==> config.mk <==
export PLATFORM = sky130hd
export DESIGN_NAME = sort_out_stream
export DESIGN_NICKNAME = d
export VERILOG_FILES = /design/src/rtl/sort_out_stream.sv
export SDC_FILE = /design/constraint.sdc
export NUM_CORES = 1
export LEC_CHECK = 0
export BUFFER_PORTS_ARGS = -buffer_cell sky130_fd_sc_hd__buf_2
export CAP_MARGIN = 25
export CELL_PAD_IN_SITES_DETAIL_PLACEMENT = 1
export CELL_PAD_IN_SITES_GLOBAL_PLACEMENT = 1
export CORE_MARGIN = 8
export CORE_UTILIZATION = 40
export CTS_CLUSTER_DIAMETER = 100
export DETAILED_ROUTE_END_ITERATION = 8
export GPL_ROUTABILITY_DRIVEN = 0
export PLACE_DENSITY_LB_ADDON = 0.05
export SYNTH_ARGS = -nofsm -noshare
export SYNTH_HDL_FRONTEND = slang
export SYNTH_SLANG_ARGS = --single-unit
==> constraint.sdc <==
create_clock -name clk -period 3.1 [get_ports clk]
set_input_delay 0.155 -clock clk [delete_from_list [all_inputs] [get_ports clk]]
set_output_delay 0.155 -clock clk [all_outputs]
set_load 0.01 [all_outputs]
==> src/rtl/sort_out_stream.sv <==
// sort_out_stream: captures one 8-element sorted frame and replays it one
// element per transfer over a valid/ready stream, in ascending or descending
// order. Data passes through untouched; a wrapping counter tracks completed
// frames.
module sort_out_stream #(
    parameter int unsigned WIDTH = 8,
    parameter int unsigned CNTW  = 16
) (
    input  logic             clk,
    input  logic             rst,
    input  logic             load,
    input  logic             desc,
    input  logic [WIDTH-1:0] din1,
    input  logic [WIDTH-1:0] din2,
    input  logic [WIDTH-1:0] din3,
    input  logic [WIDTH-1:0] din4,
    input  logic [WIDTH-1:0] din5,
    input  logic [WIDTH-1:0] din6,
    input  logic [WIDTH-1:0] din7,
    input  logic [WIDTH-1:0] din8,
    output logic             busy,
    output logic [WIDTH-1:0] dout,
    output logic             dout_valid,
    input  logic             dout_ready,
    output logic             dout_last,
    output logic [CNTW-1:0]  frame_cnt
);

    typedef enum logic [0:0] {
        StIdle,
        StSend
    } state_e;

    state_e           state_q;
    state_e           state_d;

    logic [WIDTH-1:0] din_a [8];
    logic [WIDTH-1:0] buf_q [8];
    logic             desc_q;
    logic [2:0]       idx_q;
    logic [2:0]       idx_n;
    logic [WIDTH-1:0] dout_q;
    logic [WIDTH-1:0] next_elem;
    logic [CNTW-1:0]  cnt_q;

    logic             accept;
    logic             xfer;
    logic             at_last;

    // Gather the frame inputs into an indexable array.
    always_comb begin
        din_a[0] = din1;
        din_a[1] = din2;
        din_a[2] = din3;
        din_a[3] = din4;
        din_a[4] = din5;
        din_a[5] = din6;
        din_a[6] = din7;
        din_a[7] = din8;
    end

    // Handshake qualifiers; a load is only honoured while idle.
    always_comb begin
        accept  = (state_q == StIdle) && load;
        xfer    = (state_q == StSend) && dout_ready;
        at_last = (state_q == StSend) && (idx_q == 3'd7);
    end

    // Element that follows the current one; descending order reads from the top.
    always_comb begin
        idx_n     = idx_q + 3'd1;
        next_elem = desc_q ? buf_q[~idx_n] : buf_q[idx_n];
    end

    // State register.
    always_ff @(posedge clk) begin
        if (rst) begin
            state_q <= StIdle;
        end else begin
            state_q <= state_d;
        end
    end

    // Next-state logic: leave SEND only on the transfer of the eighth element.
    always_comb begin
        state_d = state_q;
        unique case (state_q)
            StIdle: begin
                if (load) begin
                    state_d = StSend;
                end
            end
            StSend: begin
                if (dout_ready && (idx_q == 3'd7)) begin
                    state_d = StIdle;
                end
            end
            default: state_d = StIdle;
        endcase
    end

    // Moore outputs decoded from the state and index.
    always_comb begin
        busy       = (state_q == StSend);
        dout_valid = (state_q == StSend);
        dout_last  = at_last;
    end

    // Frame buffer; contents are only observable after an accepted load, so no reset.
    always_ff @(posedge clk) begin
        if (accept) begin
            for (int i = 0; i < 8; i++) begin
                buf_q[i] <= din_a[i];
            end
        end
    end

    // Stream datapath: index, order latch, output element and frame counter.
    // dout is registered so it already shows the next element on the cycle after
    // a transfer and simply holds once the frame is done.
    always_ff @(posedge clk) begin
        if (rst) begin
            desc_q <= 1'b0;
            idx_q  <= 3'd0;
            dout_q <= '0;
            cnt_q  <= '0;
        end else if (accept) begin
            desc_q <= desc;
            idx_q  <= 3'd0;
            dout_q <= desc ? din8 : din1;
        end else if (xfer) begin
            idx_q <= idx_n;
            if (at_last) begin
                cnt_q <= cnt_q + CNTW'(1);
            end else begin
                dout_q <= next_elem;
            end
        end
    end

    assign dout      = dout_q;
    assign frame_cnt = cnt_q;

endmodule

Word level (Yosys, flattened, before mapping)

Memories as Yosys holds them, arrays and structs flattened.
Cells that the tools add are included.
W data, S select, Z words.

Memories kept: 1
Latch bits: 0
Bits of input ports: 69
Word-level logic and storage cells: 31
Flip-flop bits (word level): 29
Bits in writable memories: 64
Memory bits (read-only): 0

$add $sub $neg: 2
Order comparisons: 0
Shift-type cells: 0
Reductions and logical operators: 8
Multiplexer cells: 10
Multipliers: 0
Eq/ne operators: 2
Divide/modulo/power cells: 0
Bitwise operators: 3

Memory list:

| name  | depth | width | read ports | clocked after Yosys merged registers in | wr ports | RTL line | text |
|---|---|---|---|---|---|---|---|
| buf_q | 8     | 8     | 2          | 0                                       | 8        | 38       | `logic [WIDTH-1:0] buf_q [8];` |

Operator list:

| cell                    | count |
|---|---|
| $mux W8                 | 5 |
| $add A16 B1 Y16 const B | 1 |
| $logic_and A1 B1 Y1     | 4 |
| $mux W1                 | 4 |
| $add A3 B1 Y3 const B   | 1 |
| $eq A3 B3 Y1 const B    | 1 |
| $not A3 Y3              | 1 |
| $reduce_and A3 Y1       | 1 |
| $ne A2 B1 Y1 const B    | 1 |
| $not A1 Y1              | 2 |
| $pmux W1 S2             | 1 |
| $reduce_and A2 Y1       | 1 |
| $reduce_bool A2 Y1      | 1 |
| $reduce_or A2 Y1        | 1 |

Depth between registers and ports, before layout

Gate-level depths: netlist of the first run.
An unclocked memory read counts as a cell.

Depth in word-level cells: 7
Depth in mapped cells: 8
Mapped depth without buffers: 6

Worst setup path after synthesis of the first run

OpenSTA, ideal clock, no wires.

Kind: register -> register
Start: register state_q, in the netlist busy
End: register desc_q
Arrival time: 2123 ps
Period minus slack after synthesis: 2250 ps
Setup slack: 850 ps
Required time: 2972 ps
Buffers on the path: 3
Setup time: 128 ps
Stages on the path, launching flop included: 7
Path through: dfxtp_1 buf_2 nor2b_1 clkbuf_1 buf_2 mux2i_1 nor2_1

Word-level cells in the longest chain between the ends: 2

RTL lines:

| element                  | RTL line | text |
|---|---|---|
| start: declaration       | 34       | `state_e state_q;` |
| start signal: assignment | 78       | `state_q <= StIdle;` |
| start signal: assignment | 80       | `state_q <= state_d;` |
| $not A1 Y1               | 64       | `accept = (state_q == StIdle) && load;` |
| $logic_and A1 B1 Y1      | 64       |  |
| via accept               | 46       | `logic accept;` |
| end signal: assignment   | 128      | `desc_q <= desc;` |
| end: declaration         | 39       | `logic desc_q;` |

The timed path passes the listed nets, and every way through them passes these cells.
A chain may end at the register's enable or synchronous reset.

Worst setup path in the final report of the first run

Start: register idx_q[1]
End: register dout_q[1], in the netlist dout[1]

Word-level cells in the longest chain between the ends: 7
Elaborated cells on any way between the ends: 11

RTL lines:

| element                  | RTL line | text |
|---|---|---|
| start: declaration       | 40       | `logic [2:0] idx_q;` |
| start signal: assignment | 132      | `idx_q <= idx_n;` |
| $add A3 B1 Y3 (*)        | 71       | `idx_n = idx_q + 3'd1;` |
| via idx_n[1]             | 41       | `logic [2:0] idx_n;` |
| $not A3 Y3               | 72       | `next_elem = desc_q ? buf_q[~idx_n] : buf_q[idx_n];` |
| $mem_v2 Z8 W8 (*)        | n/a      |  |
| $mux W8 (*)              | 72       |  |
| $mux W8 (*)              | 133      | `if (at_last) begin` |
| $mux W8 (*)              | 131      | `end else if (xfer) begin` |
| $mux W8 (*)              | 127      | `end else if (accept) begin` |
| end signal: assignment   | 130      | `dout_q <= desc ? din8 : din1;` |
| end signal: assignment   | 136      | `dout_q <= next_elem;` |
| end: declaration         | 42       | `logic [WIDTH-1:0] dout_q;` |

Mark *: on every way through the listed nets, which the timed path passes. The rest lies on a longest branch. The select of a mux whose other input is x is not followed.

==> out/summary.txt, run 1 <==
status: finished, final reports clean
TritonCTS clock tree: built
Post-synth top cells: 64 x edfxtp_1, 29 x dfxtp_1, 27 x mux2i_1, 24 x mux4_2, 23 x nor2_1
RSZ-0062 raised after global routing: false
Max clock buf depth: 2
R2R Setup Slk: 1.01 ns
asr flop ratio synth: 0%
Post-synth EDFFs: 64
Leak: 2.13 nW
die width: 120 um
Layout fillers: 1099
CTS hold repair buffers: 64
Rows: 38
maximum capacitance violations: 0
setup violators final: 0
Hold Crit Depth: 3
initial core utilization: 40.5%
R2R Path End: dout[1]
crit path time final: 2.09 ns
Pins Over Slew Limit: 0
DR iter-0 viols: 182
Final Hold Fails: 0
synthesized area: 4350 um^2
post-CTS resize count: 0
clk_skew: 0.0105 ns
Synthesis Warnings: 0
ANT nets after route: 0
Die Y: 120 um
Critical Path Sink Type: flip-flop
GRT Resource Usage Total: 16.6%
# IOs: 96
WP data arrival: 2.35 ns
synth top area cells: edfxtp_1 44%, dfxtp_1 13%, mux4_2 12%
CP Launch Type: flip-flop
top-count cell post-synth: edfxtp_1
#FFs+latches synth: 93
total CTS buffers: 9
Sink Count: 93
area delta synth->final: 33.0%
GR Overflow Total: 0
Vias/cell: 5.32
headroom to the max-slew limit: 49.3%
final non-filler cell total: 600
PwrDens: 456 nW/um^2
FF+latch area: 2500 um^2
Die Area: 14500 um^2
final hold slack: 0.0960 ns
cells on worst reg2reg path: 5
VDD IR max: 0.000374 V
vias in the first global route: 3402
clock latency on the worst-skew pair: 0.38 ns
Syn Area/Cell: 14.3 um^2
share of layout cells above drive strength 1: 32.0%
CTS root buf: clkbuf_8
I/O Buffers: 95
sequential share of the synthesized area: 57.6%
Worst R2R Start: idx_q[1]
fin nets: 527
Synth area leader: edfxtp_1
# H-tree levels: 3
dpl cells: 520
Hold Path Class: input pin to flip-flop
DP Wirelength: 7.65 mm
Netlist cell types: 43
critical path type: flip-flop to flip-flop
Overall Power: 2.64 mW
Synth Instances: 305
top cell type's share of synthesized area: 44.2%
Multi-input gate area: 1710 um^2
core area: 10700 um^2
Post-Syn Nets: 377
Slew @ Worst Pin: 0.759 ns
highest clock rate: 477 MHz
Setup TNS: 0 ns
pin count of the biggest net entering global routing: 42
HP Start: load
Tcrit/Tclk final: 67.6%
DRT Pass-1 Iters: 4
Post-CTS Setup Bufs: 0
Total Wirelength: 11.7 mm
global-route wire length before repair: 18.6 mm
initial antenna violation count: 0
worst hold endpoint: busy
WL/cell: 19.4 um
diodes inserted: 0
Worst EP required: 3.35 ns
crit-path max FO: 21
Reg clk slew, reported paths: 0.08 ns
DRC Markers: 0
Vias: 3191
ys flop type: edfxtp_1
layer usage:
layer,GRT usage (%),vias to the layer above,part of all wire (%)
li1,-,1513,-
met1,20.9,1583,43
met2,26.5,87,49
met3,6.34,8,6.8
met4,3.98,0,0.78
met5,0,-,0
logic make-up after synthesis:
kind of cell	after synthesis	synth area share, %
AO/OA/AOI/OAI	57	9.07
XOR/XNOR	7	1.41
adder cells (fa/ha/maj)	3	0.864
buffers and inverters	27	3.31
flip-flops	93	57.6
multiplexers	51	18.7
AND/OR/NAND/NOR	67	9.13
placed cells by master, fill, tap and decap left out, types with 3 or more instances in the layout:
master and instances:
buf_2 95, a221o_1 8, dfxtp_1 28, buf_4 3
nand4_1 5, nand2_1 6, o21ai_0 4, edfxtp_1 64
nor2_1 23, a211oi_1 7, dlygate4sd3_1 64, mux4_2 24
mux2i_1 27, o22ai_1 7, and2_1 3, a21oi_1 16
xor2_1 5, a22oi_1 7, nand3_1 6, o31ai_1 4
or4_1 4, clkbuf_8 9, or3_1 3
through the flow:
step	cell area, um^2	util [%]	setup WS, ns
floorplan	4350	-	0.850
global placement	4930	45.9	1.08
CTS	5780	53.8	0.988
finish	5780	53.8	1.01
global route	5780	53.8	0.873
detailed placement	4930	45.9	1.01
report_power, final:
part | internal [mW] | switching (mW) | leakage, nW | total (mW)
combinational | 0.191 | 0.149 | 1.18 | 0.340
clock | 0.446 | 0.416 | 0.101 | 0.861
sequential | 1.40 | 0.0379 | 0.846 | 1.43
sequential cells by signal (all words and copies together) (netlist names):
signal / cells
desc_q: 1
frame_cnt: 16
dout: 8
buf_q: 64
idx_q: 3
busy: 1
layout make-up:
class	instances	area share [%]
tap	140	3.03
inverter	2	0.130
clock buffer	10	2.21
sequential	93	43.3
clock inverter	6	1.34
multi-input combinational	185	29.6
timing repair buffer	164	20.4
worst max-delay path: stages (launching register included):
cell and delay, ns:
dfxtp_1 0.33, ha_2 0.71, buf_12 0.26, mux4_2 0.31, a211oi_1 0.26, a21oi_1 0.09
worst max path at each step:
stage                   from  slack, ns  endpoint
CTS                 idx_q[1]       0.99   dout[1]
global route        idx_q[1]       0.87   dout[5]
detailed placement  idx_q[1]       1.01   dout[5]
global placement    idx_q[1]       1.08   dout[1]
finish              idx_q[1]       1.01   dout[1]
floorplan               busy       0.85    desc_q
(Power assumes the default switching activity.)
==> inputs of run 2 (changes only) <==
Settings changed: ABC_AREA set to 1.
Clock period 3.1 ns to 2.2 ns, I/O delays scaled along.
==> out/summary.txt, run 2 <==
VDD IR max: 0.000478 V (+28%)
Netlist cell types: 33 (-23%)
WL/cell: 16.8 um (-13%)
#FFs+latches synth: 93 (unchanged)
DRC Markers: 0 (unchanged)
Place WS: 0.415 ns (-0.594 ns)
die width: 127 um (+5.7%)
synth top area cells: edfxtp_1 39%, nand2_1 14%, nand3_1 12%
final non-filler cell total: 932 (+55%)
PwrDens: 626 nW/um^2 (+37%)
WP data arrival: 2.08 ns (-0.27 ns)
DR iter-0 viols: 273 (+50%)
# IOs: 96 (unchanged)
maximum capacitance violations: 0 (unchanged)
Vias: 4692 (+47%)
RSZ-0062 raised after global routing: false
sequential share of the synthesized area: 50.7% (-6.8 points)
Reg with most FFs: buf_q
Final Hold Fails: 0 (unchanged)
Leak: 3.00 nW (+41%)
fin nets: 852 (+62%)
GRT Resource Usage Total: 20.5% (+3.9 points)
Vias/cell: 5.03 (-5.3%)
TritonCTS clock tree: built
Hold Path Class: input pin to flip-flop
clock latency on the worst-skew pair: 0.34 ns (-0.04 ns)
Critical Path Sink Type: flip-flop
vias in the first global route: 5185 (+52%)
Die Y: 127 um (+5.7%)
DP Wirelength: 10.8 mm (+42%)
initial core utilization: 41.1% (+0.62 points)
DRT Pass-1 Iters: 5 (+1)
post-CTS resize count: 0 (unchanged)
Rows: 40 (+5.3%)
switch share: 25.9% (+3.0 points)
dpl cells: 852 (+64%)
Setup TNS: 0 ns (unchanged)
Sink Count: 93 (unchanged)
share of layout cells above drive strength 1: 18.7% (-13 points)
diodes inserted: 0 (unchanged)
crit path time final: 1.79 ns (-0.303 ns)
global-route wire length before repair: 26.1 mm (+41%)
Pins Over Slew Limit: 0 (unchanged)
asr flop ratio synth: 0% (unchanged)
critical path type: flip-flop to flip-flop
Max clock buf depth: 2 (unchanged)
status: finished, final reports clean
CP Launch Type: flip-flop
I/O Buffers: 95 (unchanged)
combinational power share: 15.3% (+2.4 points)
sequential power share: 49.6% (-4.8 points)
ANT nets after route: 0 (unchanged)
setup violators final: 0 (unchanged)
# H-tree levels: 3 (unchanged)
Post-Syn Nets: 699 (+85%)
Int Pwr: 2.99 mW (+47%)
ys flop type: edfxtp_1
crit-path max FO: 8 (-62%)
top-count cell post-synth: nand2_1
Syn Area/Cell: 7.87 um^2 (-45%)
initial antenna violation count: 0 (unchanged)
Synth area leader: edfxtp_1
Reg clk slew, reported paths: 0.07 ns (about the same)
synthesized area: 4930 um^2 (+14%)
GR Overflow Total: 0 (unchanged)
total CTS buffers: 9 (unchanged)
Sw Pwr: 1.05 mW (+74%)
clk_skew: 0.00643 ns (-0.00407 ns)
Slew @ Worst Pin: 0.626 ns (-0.133 ns)
Largest register FFs: 64 (unchanged)
CTS root buf: clkbuf_16
commonest non-fill, non-tap cell in the layout: nand2_1
Post-synth EDFFs: 64 (unchanged)
Synth Instances: 627 (+110%)
final hold slack: 0.0464 ns (-0.0496 ns)
clock power share: 35.1% (+2.4 points)
Total Wirelength: 15.7 mm (+35%)
Worst EP required: 2.49 ns (-0.86 ns)
Synthesis Warnings: 0 (unchanged)
Post-synth top cells: 180 x nand2_1, 123 x nand3_1, 94 x inv_1, 64 x edfxtp_1, 34 x nor2_1
Die Area: 16100 um^2 (+12%)
area delta synth->final: 30.9%
setup ws final: 0.409 ns (-0.597 ns)
headroom to the max-slew limit: 58.2% (+8.9 points)
pin count of the biggest net entering global routing: 48 (+14%)
Tcrit/Tclk final: 81.4% (+14 points)
top cell type's share of synthesized area: 39.0% (-5.3 points)
highest clock rate: 558 MHz (+17%)
core area: 12000 um^2 (+12%)
most frequent cells in the layout: 180 x nand2_1, 123 x nand3_1, 95 x buf_2, 94 x inv_1
==> run 2: through the flow <==
stage	util [%]	total power, mW	cell area (um^2)
after floorplan	-	2.36	4930
after global placement	46.2	2.55	5550
after detailed placement	46.2	2.57	5550
after CTS	53.8	4.08	6460
after global routing	53.8	4.22	6460
final	53.8	4.04	6460
==> run 2: timing repair <==
action,4_1_cts,5_1_grt
setup buffers,0,0
hold buffers,64,0
hold endpoints to repair,64,0
setup endpoints to repair,0,0
==> run 2: power groups by stage <==
stage               sequential, mW  clock (mW)  combinational [mW]
finish                        2.00        1.42               0.620
global route                  2.01        1.51               0.697
floorplan                     2.04           0               0.326
CTS                           2.01        1.46               0.618
global placement              2.04           0               0.512
detailed placement            2.04           0               0.527
==> run 2: worst paths after layout <==
check               start           end  slack, ns  depth (start not counted)
min reg2reg  frame_cnt[6]  frame_cnt[6]       0.49                          2
max reg2reg      idx_q[0]       dout[5]       0.41                          7
max              idx_q[0]       dout[5]       0.41                          7
min                  load          busy       0.05                          3
==> run 2: cells by family after synthesis <==
family | synth area share (%)
and+or+nand+nor | 33.2
buffers and inverters | 10.6
DFF | 50.7
AOI/OAI and AO/OA | 4.49
adders and majority gates | 0.761
xor gates and xnor gates | 0.178
==> run 2: layout make-up <==
class                           instances  area, um^2
Multi-Input combinational cell        405        1910
Clock inverter                          6        40.0
Fill cell                            1483        5550
Inverter                              100         375
Clock buffer                           10         229
Timing Repair Buffer                  171        1220
Tap cell                              147         184
Sequential cell                        93        2500
==> run 2: critical path: stages (launching register included) <==
cell      delay, ns
dfxtp_2        0.33
ha_1           0.20
ha_1           0.25
o21ai_2        0.40
nor2_1         0.08
a211oi_1       0.31
nand2_1        0.09
inv_1          0.06
==> run 2: layer usage <==
metal,global-route usage [%],routed length [um],part of all wire (%)
met1,22.3,6390,41
met2,37.9,8440,54
met3,5.32,559,3.6
met4,6.37,313,2.0
met5,0,0,0
